==> config.mk <==
export PLATFORM = sky130hd
export DESIGN_NAME = stopwatch_mode_controller
export DESIGN_NICKNAME = d
export VERILOG_FILES = /design/src/rtl/stopwatch_mode_controller_pkg.sv /design/src/rtl/stopwatch_mode_controller_button_debouncer.sv /design/src/rtl/stopwatch_mode_controller.sv
export SDC_FILE = /design/constraint.sdc
export NUM_CORES = 1
export LEC_CHECK = 0
export ABC_AREA = 1
export CAP_MARGIN = 20
export CORE_MARGIN = 1
export CORE_UTILIZATION = 45
export CTS_BUF_LIST = sky130_fd_sc_hd__clkbuf_4
export CTS_CLUSTER_DIAMETER = 50
export DETAILED_ROUTE_END_ITERATION = 7
export DONT_BUFFER_PORTS = 1
export GPL_ROUTABILITY_DRIVEN = 1
export SYNTH_ARGS = -nofsm -noshare
export SYNTH_HDL_FRONTEND = slang
export SYNTH_SLANG_ARGS = --single-unit
==> constraint.sdc <==
create_clock -name Clk -period 1.25 [get_ports Clk]
set_input_delay 0.25 -clock Clk [delete_from_list [all_inputs] [get_ports Clk]]
set_output_delay 0.25 -clock Clk [all_outputs]
set_load 0.02 [all_outputs]
==> src/rtl/stopwatch_mode_controller_pkg.sv <==
`default_nettype none
// ============================================================================
//  Module   : stopwatch_mode_controller_pkg
//  Purpose  : Shared definitions for the stopwatch mode controller: FSM state
//             encodings, state width and button index map.
//  Ports    : none (package)
//  Revision : 1.0 - initial release
// ============================================================================
package stopwatch_mode_controller_pkg;

  localparam int STATE_W = 3;

  typedef enum logic [STATE_W-1:0] {
    ST_IDLE     = 3'd0,
    ST_RUN_UP   = 3'd1,
    ST_RUN_DOWN = 3'd2,
    ST_PAUSED   = 3'd3,
    ST_LIMIT    = 3'd4
  } state_t;

  // Bit positions of the buttons inside the internal press-event vector.
  localparam int NUM_BTN  = 5;
  localparam int BTN_CLR  = 0;
  localparam int BTN_STOP = 1;
  localparam int BTN_UP   = 2;
  localparam int BTN_DOWN = 3;
  localparam int BTN_LAP  = 4;

endpackage : stopwatch_mode_controller_pkg
`default_nettype wire

==> src/rtl/stopwatch_mode_controller_button_debouncer.sv <==
`default_nettype none
// ============================================================================
//  Module   : button_debouncer
//  Purpose  : Synchronises one raw push-button, filters it with a stability
//             counter and emits a single-cycle pulse on each debounced press.
//  Ports    : clk       - system clock
//             rst       - synchronous active-high reset
//             btn_raw   - asynchronous raw button level
//             press     - one-cycle pulse on debounced rising edge
//  Revision : 1.0 - initial release
// ============================================================================
module button_debouncer #(
  parameter int DEBOUNCE_CYCLES = 16,
  parameter int DEBOUNCE_WIDTH  = 5
) (
  input  logic clk,
  input  logic rst,
  input  logic btn_raw,
  output logic press
);

  localparam logic [DEBOUNCE_WIDTH-1:0] CNT_LAST = DEBOUNCE_WIDTH'(DEBOUNCE_CYCLES - 1);

  logic                      sync1;
  logic                      sync2;
  logic                      level;
  logic                      level_d;
  logic [DEBOUNCE_WIDTH-1:0] cnt;

  always_ff @(posedge clk) begin
    if (rst) begin
      sync1   <= 1'b0;
      sync2   <= 1'b0;
      level   <= 1'b0;
      level_d <= 1'b0;
      cnt     <= '0;
      press   <= 1'b0;
    end else begin
      sync1   <= btn_raw;
      sync2   <= sync1;
      level_d <= level;
      // Registered edge detect: keeps the pulse one cycle behind the level
      // flip so every consumer sees a clean, flop-driven event.
      press   <= level & ~level_d;
      if (sync2 != level) begin
        // The flip happens on the cycle that would make the disagreement
        // count equal DEBOUNCE_CYCLES.
        if (cnt == CNT_LAST) begin
          level <= sync2;
          cnt   <= '0;
        end else begin
          cnt   <= cnt + 1'b1;
        end
      end else begin
        cnt <= '0;
      end
    end
  end

endmodule : button_debouncer
`default_nettype wire

==> src/rtl/stopwatch_mode_controller.sv <==
`default_nettype none
// ============================================================================
//  Module   : stopwatch_mode_controller
//  Purpose  : Debounces the five stopwatch buttons and runs the mode FSM that
//             drives the counter's stop/direction/clear controls, the mode
//             LEDs and the lap-hold (display freeze) flag.
//  Ports    : Clk, Reset                 - clock, sync active-high reset
//             BtnClear/Stop/Up/Down/Lap  - raw asynchronous buttons
//             LimitReachedFlag           - counter at its terminal value
//             StopMode, UpDownMode       - counter controls
//             CounterReset               - one-cycle counter clear pulse
//             LapHold                    - display freeze request
//             ModeOutput0/1              - LEDs: running up / running down
//             State                      - current FSM state encoding
//  Revision : 1.0 - initial release
// ============================================================================
module stopwatch_mode_controller
  import stopwatch_mode_controller_pkg::*;
#(
  parameter int DEBOUNCE_CYCLES = 16,
  parameter int DEBOUNCE_WIDTH  = 5
) (
  input  logic               Clk,
  input  logic               Reset,
  input  logic               BtnClear,
  input  logic               BtnStop,
  input  logic               BtnUp,
  input  logic               BtnDown,
  input  logic               BtnLap,
  input  logic               LimitReachedFlag,
  output logic               StopMode,
  output logic               UpDownMode,
  output logic               CounterReset,
  output logic               LapHold,
  output logic               ModeOutput0,
  output logic               ModeOutput1,
  output logic [STATE_W-1:0] State
);

  logic [NUM_BTN-1:0] btn_raw;
  logic [NUM_BTN-1:0] press;

  assign btn_raw[BTN_CLR]  = BtnClear;
  assign btn_raw[BTN_STOP] = BtnStop;
  assign btn_raw[BTN_UP]   = BtnUp;
  assign btn_raw[BTN_DOWN] = BtnDown;
  assign btn_raw[BTN_LAP]  = BtnLap;

  for (genvar i = 0; i < NUM_BTN; i++) begin : g_debounce
    button_debouncer #(
      .DEBOUNCE_CYCLES (DEBOUNCE_CYCLES),
      .DEBOUNCE_WIDTH  (DEBOUNCE_WIDTH)
    ) u_debouncer (
      .clk     (Clk),
      .rst     (Reset),
      .btn_raw (btn_raw[i]),
      .press   (press[i])
    );
  end

  state_t state_q;
  state_t state_d;
  logic   updown_q;
  logic   updown_d;
  logic   lap_q;
  logic   lap_d;
  logic   creset_q;
  logic   creset_d;
  logic   running;

  assign running = (state_q == ST_RUN_UP) || (state_q == ST_RUN_DOWN);

  // State register together with the held/pulsed control outputs.
  always_ff @(posedge Clk) begin
    if (Reset) begin
      state_q  <= ST_IDLE;
      updown_q <= 1'b1;
      lap_q    <= 1'b0;
      creset_q <= 1'b0;
    end else begin
      state_q  <= state_d;
      updown_q <= updown_d;
      lap_q    <= lap_d;
      creset_q <= creset_d;
    end
  end

  // Next-state logic. The if/else chain encodes event priority; only the
  // top-most active event is considered, so a lower event arriving in the
  // same cycle is dropped even when the winner has no effect.
  // The limit flag is a level, so it only counts as an event while running;
  // otherwise a counter parked at its limit would mask every button.
  always_comb begin
    state_d  = state_q;
    lap_d    = lap_q;
    creset_d = 1'b0;

    if (press[BTN_CLR]) begin
      state_d  = ST_IDLE;
      lap_d    = 1'b0;
      creset_d = 1'b1;
    end else if (running && LimitReachedFlag) begin
      state_d = ST_LIMIT;
    end else if (press[BTN_STOP]) begin
      if (running) begin
        state_d = ST_PAUSED;
      end
    end else if (press[BTN_UP]) begin
      unique case (state_q)
        ST_IDLE, ST_RUN_DOWN, ST_PAUSED: state_d = ST_RUN_UP;
        ST_LIMIT:                        if (!updown_q) state_d = ST_RUN_UP;
        default:                         state_d = state_q;
      endcase
    end else if (press[BTN_DOWN]) begin
      unique case (state_q)
        ST_IDLE, ST_RUN_UP, ST_PAUSED: state_d = ST_RUN_DOWN;
        ST_LIMIT:                      if (updown_q) state_d = ST_RUN_DOWN;
        default:                       state_d = state_q;
      endcase
    end else if (press[BTN_LAP]) begin
      if (running) begin
        lap_d = ~lap_q;
      end else if (state_q == ST_PAUSED) begin
        lap_d = 1'b0;
      end
    end

    // Direction follows the run state being entered; held everywhere else.
    updown_d = updown_q;
    if (state_d == ST_RUN_UP) begin
      updown_d = 1'b1;
    end else if (state_d == ST_RUN_DOWN) begin
      updown_d = 1'b0;
    end
  end

  // Output decode straight from registered state.
  always_comb begin
    StopMode     = !running;
    ModeOutput0  = (state_q == ST_RUN_UP);
    ModeOutput1  = (state_q == ST_RUN_DOWN);
    UpDownMode   = updown_q;
    LapHold      = lap_q;
    CounterReset = creset_q;
    State        = state_q;
  end

endmodule : stopwatch_mode_controller
`default_nettype wire
Word level (Yosys, flattened, before mapping)

Cells that the tools add are included.

Flip-flop bits (word level): 56
Input port bits: 8
Output and inout bits: 9
Word-level logic and storage cells: 108

Add/subtract/negate cells: 5
Equal/unequal tests: 16
Mux-type cells: 13
Bitwise logic cells: 20
Reduce and logical (&&, ||, !) cells: 20

Operators by type and width:

| kind                                                 | count |
|---|---|
| adder 5 x 1 -> 5 bit (second input constant)         | 5 |
| equality test 5 x 4 -> 1 bit (second input constant) | 5 |
| 2-to-1 mux 3 bit                                     | 8 |
| OR reduction 3 bit                                   | 7 |
| NOT 1 bit                                            | 15 |
| case mux 3 bit (2 select lines)                      | 2 |
| AND reduction 2 bit                                  | 5 |
| equality test 3 x 2 -> 1 bit (second input constant) | 3 |
| equality test 3 x 1 -> 1 bit (second input constant) | 2 |
| AND reduction 6 bit                                  | 1 |
| AND 1 bit                                            | 5 |
| != test 1 bit                                        | 5 |
| OR reduction 2 bit                                   | 2 |
| equality test 3 bit (second input constant)          | 1 |
| logical NOT 3 bit                                    | 1 |
| 2-to-1 mux 1 bit                                     | 3 |
| nonzero test 2 bit                                   | 1 |
| logical AND 1 bit                                    | 1 |
| logical NOT 1 bit                                    | 1 |
| logical OR 1 bit                                     | 1 |

Depth between registers and ports, before layout

Word-level depth: 10
Mapped depth: 11
Depth with buffers taken out: 11

Modules after synthesis

From an unflattened synthesis, not the netlist that was laid out.

Cells, all modules: 267
Area, all modules: 2197.1 um^2

Modules (own cells, without submodules):

| module                    | instances | cells each | area each (um^2) | seq. area each (um^2) |
|---|---|---|---|---|
| button_debouncer          | 5         | 40         | 357.8            | 200.2 |
| stopwatch_mode_controller | 1         | 67         | 407.9            | 120.1 |

Worst setup path after synthesis

Ideal clock, no wire load.

Path type: reg-to-reg
Start: reg g_debounce[1].u_debouncer.cnt[0]
End: reg g_debounce[1].u_debouncer.cnt[3]
Library setup time: 0.070 ns
Arrival time: 1.270 ns
Required time: 1.180 ns
Path slack: -0.090 ns
Cell stages (with the launch flop): 9
Buffers on the path: 0
Period minus slack after synthesis: 1.340 ns
Path through: dfxtp_1 ha_1 nand2_1 nor2_1 ha_1 inv_1 o211ai_1 o21bai_1 a21oi_1

Longest elaborated chain between the ends: 2
Elaborated cells between the ends (all ways): 3
Those cells by class: add/sub: 1; eq/ne: 1; reduce/logical: 1

Ends and longest elaborated chain:

| what                                                         | RTL line                                         | source |
|---|---|---|
| start, declared                                              | stopwatch_mode_controller_button_debouncer.sv:28 | `logic [DEBOUNCE_WIDTH-1:0] cnt;` |
| start signal, assigned                                       | stopwatch_mode_controller_button_debouncer.sv:52 | `cnt <= cnt + 1'b1;` |
| branches (longest 2 deep; another with adder 5 x 1 -> 5 bit) | -                                                |  |

Several ways; the timed one is not identified.
A chain may end at the register's enable or synchronous reset.

Final worst setup path

Start: reg state_q[1], in the netlist State[1]
End: out StopMode

Longest elaborated chain between the ends: 3
Elaborated cells between the ends (all ways): 4
Those cells by class: eq/ne: 2; reduce/logical: 2

Ends and longest elaborated chain:

| what                                                                                | RTL line                         | source |
|---|---|---|
| start, declared                                                                     | stopwatch_mode_controller.sv:61  | `state_t state_q;` |
| start signal, assigned                                                              | stopwatch_mode_controller.sv:81  | `state_q <= state_d;` |
| equality test 3 x 1 -> 1 bit / equality test 3 x 2 -> 1 bit (equally long branches) | stopwatch_mode_controller.sv:71  | `assign running = (state_q == ST_RUN_UP) \|\| (state_q == ST_RUN_DOWN);` |
| logical OR 1 bit *                                                                  | stopwatch_mode_controller.sv:71  |  |
| logical NOT 1 bit *                                                                 | stopwatch_mode_controller.sv:139 | `StopMode = !running;` |
| end, declared                                                                       | stopwatch_mode_controller.sv:31  | `output logic StopMode,` |

Every way passes the cells marked *; elsewhere a longest branch is shown, timed or not.

==> flow_metrics.py <==
metrics = {
    "synth": {
        "synth_edf_count": 0,
        "avgSynthCellArea_um2": 8.00,
        "syn_inst": 272,
        "yosysMostFrequentCell": "dfxtp_1",
        "syn-num-nets": 290,
        "ys_types": 23,
        "yosys-top-cells-area": "dfxtp_1 52%, nor2_1 9.0%, inv_1 8.5%",
        "synth_top_area_share_pct": 51.5,
        "synth_area_leader_cell": "dfxtp_1",
        "ys.flop_type": "dfxtp_1",
        "ys_ff_latch": 56,
        "syn_area_um2": 2180,
        "async_reset_ff_share_pct": 0,
        "yosysSeqAreaShare_pct": 51.5,
        "synth_common_cells": "56 x dfxtp_1, 52 x nor2_1, 49 x inv_1, 36 x nand2_1, 19 x a21oi_1",
        "yosysWarnings": 0,
    },
    "global_routing": {
        "grt_first_pass_wirelength_um": 6500,
        "grt_overflow": 0,
        "grt_util_all_layers_pct": 16.3,
        "grt_pass1_vias": 1593,
        "antenna_found_initial": 0,
        "grt_max_degree": 24,
    },
    "floorplan": {
        "num_rows": 24,
        "initial_core_util_pct": 48.3,
        "pin_count": 17,
        "dieWidth_um": 71.5,
        "core_um2": 4500,
        "die_h_um": 71.5,
        "dieArea_um2": 5120,
    },
    "cells_and_area": {
        "final_util_pct": 64.1,
        "fin_area_um2": 2890,
        "nFillCells": 399,
        "diodes": 0,
        "instances_no_fill": 371,
        "fin_nets": 336,
        "syn_to_final_growth_pct": 32.6,
        "drive_above_1_share_pct": 34.5,
    },
    "clock_tree": {
        "clock-sinks": 56,
        "cts_max_level": 2,
        "cts_tree": "done",
        "clk_latency_ps": 370,
        "clkTransAtPathRegs_ps": 140,
        "clockBufferDepth": 2,
        "numCtsBuffers": 5,
        "cts-root-buf": "clkbuf_4",
    },
    "worst_setup_path": {
        "path_class": "register to primary output",
        "cp_top_family": "flip-flops",
        "crit_path_start_kind": "register",
        "worstPathRequired_ps": 1000,
        "worstSetupEndpointType": "primary output",
        "slowest_stage": "dfxtp_4",
        "cp_max_fo": 3,
        "cp_cell_sequence": "inv_4, nand3_4, nand2_4, inv_2, buf_6",
        "worstPathArrival_ps": 1140,
        "path_buf_inv": 3,
        "slowest_delay_ps": 400,
    },
    "sta": {
        "post-route-period-util_pct": 111,
        "final_hold_viol_count": 0,
        "rsz0062_at_grt": "yes",
        "relSlewSlack_pct": 43.7,
        "finClkSkew_ps": 7.07,
        "max_freq_mhz": 721,
        "finalSetupViolations": 29,
        "period_minus_slack_ps": 1390,
        "setup_slack_ps": -138,
        "maxSlewViolCount": 0,
        "worst_pin_slew_ps": 844,
    },
    "placed_design": {
        "gp_congestion": 0.811,
        "placed_cell_area_um2": 2510,
        "placed_cells": 347,
        "portBuffers": 0,
        "hpwlAfterDp_um": 2380,
    },
    "route": {
        "drt_iter0_drc": 64,
        "vias": 1720,
        "dr.pass1.iters": 4,
        "drt-total-wl_um": 3760,
        "postRouteAntennaNets": 0,
        "wl_met1_um": 1780,
        "top_layer_used": "met4",
        "wl_per_cell_um": 10.1,
        "wl_met3_um": 129,
        "wl_met2_um": 1730,
        "viasPerCell": 4.64,
        "drc_errors": 0,
    },
    "run_status": {
        "failed_checks": "negative setup slack",
        "status": "complete, but fails checks",
    },
    "pwr": {
        "p_leak_nw": 1.22,
        "ir_worst_vdd_mv": 0.679,
        "powerDensity_nw_per_um2": 992,
    },
    "hold_path": {
        "hp-class": "input pin to register",
    },
    "job": {
        "maxCapViolCount": 0,
    },
}
-- flip-flops by register name (all words and copies together) (netlist names), 3 cells and up --
register and count:
g_debounce.u_debouncer.cnt 25, g_debounce.u_debouncer.level 5, g_debounce.u_debouncer.level_d 5, g_debounce.u_debouncer.sync2 5, g_debounce.u_debouncer.sync1 5, g_debounce.u_debouncer.press 5
State 3
-- cell families (layout without fill, tap and decap cells) --
group           Yosys count  in the layout  share of synthesized area (%)
compound gates           37             37                           9.89
fa+ha+maj                10             10                           5.75
buf+inv                  54            101                           9.49
flops                    56             56                           51.5
simple gates            115            115                           23.3
-- final cells by class --
| type | count | area, um2 | share of cell area [%] |
|---|---|---|---|
| Sequential cell | 56 | 1150 | 39.7 |
| Multi-Input combinational cell | 162 | 1040 | 35.9 |
| Timing Repair Buffer | 42 | 359 | 12.4 |
| Inverter | 51 | 199 | 6.90 |
| Tap cell | 52 | 65.1 | 2.25 |
| Clock buffer | 6 | 45.0 | 1.56 |
| Clock inverter | 2 | 35.0 | 1.21 |
-- repair_timing --
item / in CTS / in global routing
setup endpoints to repair: 32 / 62
resized for setup: 28 / 24
pin swaps: 11 / 11
hold buffers: 6 / 0
setup buffers: 10 / 0
endpoints found under the hold margin: 23 / 0
-- layer usage --
| layer | track usage, % | vias to the layer above |
|---|---|---|
| met1 | 19.1 | 751 |
| li1 | - | 933 |
| met5 | 0 | - |
| met4 | 7.84 | 0 |
| met3 | 4.50 | 10 |
| met2 | 27.8 | 26 |
-- worst register-to-register path: stages (launching register included) --
cell and delay, ps:
dfxtp_2 360, ha_4 160, nand2_4 60, nor2_4 40, ha_4 150, inv_2 50
o211ai_1 160, o21bai_1 200, a21oi_1 100
-- metrics by stage --
stage          hold WS, ps  power, mW  setup TNS (ps)  worst slack [ps]
6_report              21.9       2.86           -1270              -138
5_1_grt               19.3       2.98           -4250              -208
4_1_cts               1.92       2.91           -1880              -148
3_5_place_dp           323       1.91           -1580              -138
3_3_place_gp           321       1.91           -1110             -86.1
2_1_floorplan          357       1.90           -87.1             -41.4
-- placed cells by master (no fill, tap or decap), drive strengths merged --
cell          netlist  final
nor3b               4      4
inv                51     51
nand2              39     39
dfxtp              56     56
o211ai              5      5
clkinv              0      1
dlymetal6s4s        0      1
a21oi              19     19
nor3                7      7
o21ai               6      6
nor2b               1      1
nand3              10     10
nor2               53     53
clkbuf              2      6
bufinv              0      1
nand4               1      1
o21bai              5      5
a21o                1      1
dlygate4sd3         0      5
ha                 10     10
o21a                1      1
buf                 1     36
-- final timing paths --
check                                         start                               end  slack, ps  depth (start not counted)
setup / recovery                           State[1]                          StopMode       -140                          5
hold / removal                                Reset                           LapHold         20                          3
setup reg to reg   g_debounce[1].u_debouncer.cnt[1]  g_debounce[1].u_debouncer.cnt[3]        -90                          8
hold reg to reg   g_debounce[2].u_debouncer.level_d   g_debounce[2].u_debouncer.press        400                          1
-- power breakdown --
part	switching [mW]	internal, mW
combinational	0.0451	0.0459
clock	0.517	0.442
sequential	0.0122	1.80
total	0.574	2.29
(Power assumes the default switching activity.)
